File: config.mk
export PLATFORM = sky130hd
export DESIGN_NAME = pixel_buffer_ctrl
export DESIGN_NICKNAME = d
export VERILOG_FILES = /design/src/rtl/pixel_buffer_ctrl_pkg.sv /design/src/rtl/pixel_buffer_ctrl_wrap.sv /design/src/rtl/pixel_buffer_ctrl.sv
export SDC_FILE = /design/constraint.sdc
export NUM_CORES = 1
export LEC_CHECK = 0
export ABC_AREA = 0
export ABC_CLOCK_PERIOD_IN_PS = 3500
export BUFFER_PORTS_ARGS = -buffer_cell sky130_fd_sc_hd__buf_4
export CAP_MARGIN = 20
export CORE_MARGIN = 2
export CORE_UTILIZATION = 49
export CTS_CLUSTER_DIAMETER = 150
export DETAILED_ROUTE_END_ITERATION = 16
export PLACE_DENSITY_LB_ADDON = 0.15
export SETUP_SLACK_MARGIN = 0.02
export SLEW_MARGIN = 0
export SYNTH_ARGS = -nofsm -noshare
export SYNTH_HDL_FRONTEND = slang
export SYNTH_HIERARCHICAL = 1
export SYNTH_SLANG_ARGS = --single-unit
File: constraint.sdc
create_clock -name clk -period 3.5 [get_ports clk]
set_input_delay 0.525 -clock clk [delete_from_list [all_inputs] [get_ports clk]]
set_output_delay 0.525 -clock clk [all_outputs]
set_load 0.005 [all_outputs]
File: src/rtl/pixel_buffer_ctrl_pkg.sv
// Shared definitions for pixel_buffer_ctrl and pixel_buffer:
// controller state encoding, address-width helper and line-buffer depth.
package pixel_buffer_ctrl_pkg;

  // Controller states; also exported on the debug port.
  typedef enum logic [1:0] {
    ST_IDLE = 2'd0,
    ST_FILL = 2'd1,
    ST_RUN  = 2'd2,
    ST_DONE = 2'd3
  } state_e;

  // Address width for a counter that spans 0..n-1 (never narrower than 1 bit).
  function automatic int log2_f(input int n);
    return (n <= 1) ? 1 : $clog2(n);
  endfunction

  // Line-buffer depth: the window registers hold FILTER_SIZE-1 of each row,
  // so the line buffer only needs to delay the remainder.
  function automatic int depth_f(input int image_size, input int filter_size);
    return image_size - (filter_size - 1);
  endfunction

endpackage

File: src/rtl/pixel_buffer_ctrl_wrap.sv
// wrap_counter: modulo-(MAX+1) counter with a combinational wrap flag that
// is high on the increment that takes the count from MAX back to 0.
module wrap_counter #(
  parameter int WIDTH = 4,
  parameter int MAX   = 9
) (
  input  logic             clk,
  input  logic             rst_n,
  input  logic             inc,
  output logic [WIDTH-1:0] count,
  output logic             wrap
);

  logic [WIDTH-1:0] count_d, count_q;

  assign wrap  = inc && (count_q == WIDTH'(MAX));
  assign count = count_q;

  // Next count: advance on inc, fold back to zero at MAX.
  always_comb begin
    count_d = count_q;
    if (inc) count_d = wrap ? '0 : count_q + 1'b1;
  end

  // Count register.
  always_ff @(posedge clk or negedge rst_n) begin
    if (!rst_n) count_q <= '0;
    else        count_q <= count_d;
  end

endmodule

File: src/rtl/pixel_buffer_ctrl.sv
// pixel_buffer_ctrl: drives pixel_buffer from a valid/ready pixel stream and
// flags complete in-image FILTER_SIZE x FILTER_SIZE windows.
// Optional macro PIXEL_BUFFER_CTRL_WIN_COORD_EN adds win_row/win_col, the
// top-left coordinate of the flagged window.
//
// Handshakes: a transfer happens on a rising edge where valid && ready.
// Pixel side: in_ready depends on win_valid/win_ready but never on in_valid.
// Window side: win_valid stays high with stable buffer contents until a
// cycle with win_ready; a new pixel may be accepted in that same cycle.
module pixel_buffer_ctrl
  import pixel_buffer_ctrl_pkg::*;
#(
  parameter int  FILTER_SIZE = 3,
  parameter int  IMAGE_SIZE  = 28,
  parameter int  D_WIDTH     = 8,
  localparam int AW          = log2_f(IMAGE_SIZE)
) (
  input  logic               clk,
  input  logic               rst_n,
  input  logic               start,
  input  logic               in_valid,
  output logic               in_ready,
  input  logic [D_WIDTH-1:0] in_data,
  output logic               buf_clk_en,
  output logic [AW-1:0]      buf_wr_addr,
  output logic [AW-1:0]      buf_rd_addr,
  output logic [D_WIDTH-1:0] buf_data,
  output logic               win_valid,
  input  logic               win_ready,
  output logic               frame_done,
`ifdef PIXEL_BUFFER_CTRL_WIN_COORD_EN
  output logic [AW-1:0]      win_row,
  output logic [AW-1:0]      win_col,
`endif
  output state_e             dbg_state
);

  localparam int DEPTH = depth_f(IMAGE_SIZE, FILTER_SIZE);

  state_e        state_d, state_q;
  logic          win_valid_d, win_valid_q;
  logic          accept, win_hit;
  logic [AW-1:0] ptr, col, row;
  logic          col_wrap, row_wrap, ptr_wrap_unused;

  assign in_ready   = ((state_q == ST_FILL) || (state_q == ST_RUN)) &&
                      (!win_valid_q || win_ready);
  assign accept     = in_valid && in_ready;
  assign buf_clk_en = accept;
  assign buf_data   = in_data;
  // Same address for read and write: the old entry is read out as the new
  // one is written, giving a DEPTH-accept delay through the line buffer.
  assign buf_wr_addr = ptr;
  assign buf_rd_addr = ptr;
  assign win_valid   = win_valid_q;
  assign frame_done  = (state_q == ST_DONE);
  assign dbg_state   = state_q;

  // The accepted pixel completes a window only when a full window fits above
  // and to the left of it inside the image.
  assign win_hit = accept && (row >= AW'(FILTER_SIZE - 1)) &&
                   (col >= AW'(FILTER_SIZE - 1));

  // Line-buffer pointer; deliberately carried across frames.
  wrap_counter #(.WIDTH(AW), .MAX(DEPTH - 1)) u_ptr (
    .clk(clk), .rst_n(rst_n), .inc(accept), .count(ptr), .wrap(ptr_wrap_unused)
  );

  // Column position of the next pixel.
  wrap_counter #(.WIDTH(AW), .MAX(IMAGE_SIZE - 1)) u_col (
    .clk(clk), .rst_n(rst_n), .inc(accept), .count(col), .wrap(col_wrap)
  );

  // Row position; row_wrap marks acceptance of the frame's last pixel.
  wrap_counter #(.WIDTH(AW), .MAX(IMAGE_SIZE - 1)) u_row (
    .clk(clk), .rst_n(rst_n), .inc(col_wrap), .count(row), .wrap(row_wrap)
  );

  // Frame sequencing and window-valid next state.
  always_comb begin
    state_d     = state_q;
    win_valid_d = win_valid_q;
    case (state_q)
      ST_IDLE: if (start) state_d = ST_FILL;
      ST_FILL: if (col_wrap && (row == AW'(FILTER_SIZE - 2))) state_d = ST_RUN;
      ST_RUN:  if (row_wrap) state_d = ST_DONE;
      ST_DONE: state_d = ST_IDLE;
      default: state_d = ST_IDLE;
    endcase
    if (win_hit)        win_valid_d = 1'b1;
    else if (win_ready) win_valid_d = 1'b0;
  end

  // State and window-valid registers.
  always_ff @(posedge clk or negedge rst_n) begin
    if (!rst_n) begin
      state_q     <= ST_IDLE;
      win_valid_q <= 1'b0;
    end else begin
      state_q     <= state_d;
      win_valid_q <= win_valid_d;
    end
  end

`ifdef PIXEL_BUFFER_CTRL_WIN_COORD_EN
  logic [AW-1:0] win_row_d, win_row_q, win_col_d, win_col_q;

  assign win_row = win_row_q;
  assign win_col = win_col_q;

  // Capture the top-left corner of each newly flagged window; hold otherwise.
  always_comb begin
    win_row_d = win_row_q;
    win_col_d = win_col_q;
    if (win_hit) begin
      win_row_d = row - AW'(FILTER_SIZE - 1);
      win_col_d = col - AW'(FILTER_SIZE - 1);
    end
  end

  // Window coordinate registers.
  always_ff @(posedge clk or negedge rst_n) begin
    if (!rst_n) begin
      win_row_q <= '0;
      win_col_q <= '0;
    end else begin
      win_row_q <= win_row_d;
      win_col_q <= win_col_d;
    end
  end
`endif

endmodule

==> impl_metrics.toml <==
[outcome]
status = "finished clean"

[logic_synthesis]
synth_common_cells = "dfrtp_1, buf_4, nand2_1"
yosysSeqAreaShare = 0.398
synth_cells = 112
yosysWarnings = 6
synth_top_area_share = 0.398
synth_area_per_cell_um2 = 10.1
syn_nets = 134
async_flop_share = 1.00
synthDistinctLibCells = 28
synth_top_area_cell = "dfrtp_1"
synth-seq-cells = 18
synth_top_cells_by_area = "dfrtp_1, ha_1, buf_4"
synth.most_common_cell = "dfrtp_1"
netlist_area_um2 = 1130
synth_ff_type = "dfrtp_1"
synth_edf_count = 0

[cells_and_area]
antenna_cells = 0
final_core_util = 0.573
nNetsFinal = 146
fill_cells = 194
syn_to_final_growth_pct = 11.0
drive_gt1_frac = 0.276

[sta]
hold_violations = 0
fin_crit_sh = 0.805
slew_violations = 0
setup_viol = 0
clock_skew_ns = 0.00851
hold_ws_ns = 0.0809
fmax_ghz = 0.355
setup_slack_ns = 0.683
rsz0062_at_grt = "false"
tns_ns = 0
fin_crit_ns = 2.82
relSlewSlack = 0.649
tightest_slew_ns = 0.524

[clock_network]
numCtsBuffers = 3
cts_hold_buf = 0
cts.clk_slew.worst_paths_ns = 0.11
cts_setup_buffers = 0
cts_sinks = 18
worstSkewPairLatency_ns = 0.29
cts_buffer_depth = 2
htree_levels = 1
cts-root-buf = "clkbuf_4"
tritoncts = "yes"
ctsResizeCount = 0

[critical_path]
critPathSlowestCell = "nor3_2"
path_class = "flop to flop"
path_common_cell = "nand2_1"
cp.arrival_ns = 3.01
slowest_delay_ns = 0.46
cp_max_fo = 9
reg2reg_depth = 11
cp_cell_sequence = "inv_1, ha_1, nand2_1, nor2b_1, nand2_1, nor3_2, nand2_1, nor3_2, nor2b_1, a2111oi_4, mux2_4"
start_kind = "flop"
cp.required_ns = 3.69
critPathCaptureType = "flop"

[grt]
antenna_found_initial = 0
grt_pass1_vias = 707
grt_pass1_wl_um = 3130
grt_start_max_net_pins = 19
grtUsageTotal = 0.156
grt_overflow_total = 0

[placement]
pre_cts_ws_ns = 0.710
gp_congestion = 0.734
portBuffers = 20
hpwl_um = 1450

[drt]
drt_first_pass_iters = 4
drtAntennaViolNets = 0
wl_per_cell_um = 12.9
routed_wl_um = 1950
drtIter0Drc = 11
drc = 0
vias = 784
via_per_inst = 5.19

[floorplanning]
dieArea_um2 = 2710
die_y_um = 52.0
pin_count = 37
coreArea_um2 = 2190
initial_core_util = 0.516
die_w_um = 52.0
rows = 17

[worst_hold_path]
worstHoldPathType = "input port to asynchronous set/reset pin"

[pwr]
p_per_area_nw_per_um2 = 849
power.leakage_nw = 0.579
total_power_w = 0.00106
vdd_ir_drop_max_mv = 0.390

[flow_run]
drv_cap = 0
cell families after synthesis:
family                     share of synthesized area
AOI/OAI and AO/OA                              0.110
xor gates and xnor gates                      0.0310
adders and majority gates                     0.0996
buffers and inverters                          0.116
DFF                                            0.398
muxes                                         0.0509
and+or+nand+nor                                0.195
per-layer routing:
metal | vias up | global-route usage | share of wire
met3 | 2 | 0.0345 | 0.046
met1 | 375 | 0.213 | 0.47
met4 | 0 | 0.0570 | 0.0082
met5 | - | 0 | 0
li1 | 392 | - | -
met2 | 15 | 0.243 | 0.47
power breakdown:
part	switching, W	leakage (nW)	internal (W)	total [W]
Combinational	0.000240	0.336	0.000300	0.000539
Sequential	0.000108	0.222	0.000289	0.000397
Clock	0.0000656	0.0210	0.0000632	0.000129
area by class of cell:
cell class                      instances  area [um^2]  area share
Multi-Input combinational cell         73          549       0.438
Sequential cell                        18          450       0.359
Timing Repair Buffer                   21          158       0.126
Clock buffer                            4         36.3      0.0289
Tap cell                               28         35.0      0.0279
Inverter                                7         26.3      0.0209
critical path: cells and delay by family (launching register included):
family	cells	cell delay [ns]
simple gates	7	1.24
buf+inv	1	0.12
fa+ha+maj	1	0.34
compound gates	1	0.26
mux	1	0.33
flops	1	0.42
path summary, 6_finish.rpt:
path / from / end / slack, ns
setup / recovery: dbg_state[0] / dbg_state[1] / 0.68
hold / removal: rst_n / dbg_state[1] / 0.08
setup reg to reg: dbg_state[0] / dbg_state[1] / 0.68
hold reg to reg: u_row/count[4] / u_row/count[4] / 0.55
max in group asynchronous: rst_n / u_row/count[4] / 3.22
min in group clk: in_valid / win_valid / 0.52
layout by cell type, fill, tap and decap left out, types with 2 or more instances in the layout:
cell / synthesis / routed
nand2_1: 11 / 11
nand4_1: 3 / 3
mux2_2: 2 / 2
nand2b_1: 6 / 6
nand3_1: 5 / 5
o311ai_1: 2 / 2
nor2b_1: 3 / 3
xor2_1: 4 / 4
o21ai_0: 7 / 7
mux2i_1: 2 / 2
clkbuf_4: 0 / 3
inv_1: 7 / 7
dfrtp_1: 18 / 18
nor3_2: 2 / 2
buf_4: 14 / 21
nor2_1: 5 / 5
ha_1: 9 / 9
stage by stage:
stage / area, um^2 / std cells
after detailed placement: 1220 / 147
after global placement: 1220 / 147
final: 1250 / 151
after CTS: 1250 / 151
after floorplan: 1130 / 112
after global routing: 1250 / 151
flip-flops by register name (all words and copies together) (netlist names):
| signal | cells |
|---|---|
| dbg_state | 2 |
| u_col/count | 5 |
| u_ptr/count | 5 |
| u_row/count | 5 |
| win_valid | 1 |
Note: power is estimated with default switching activity, not from simulation.
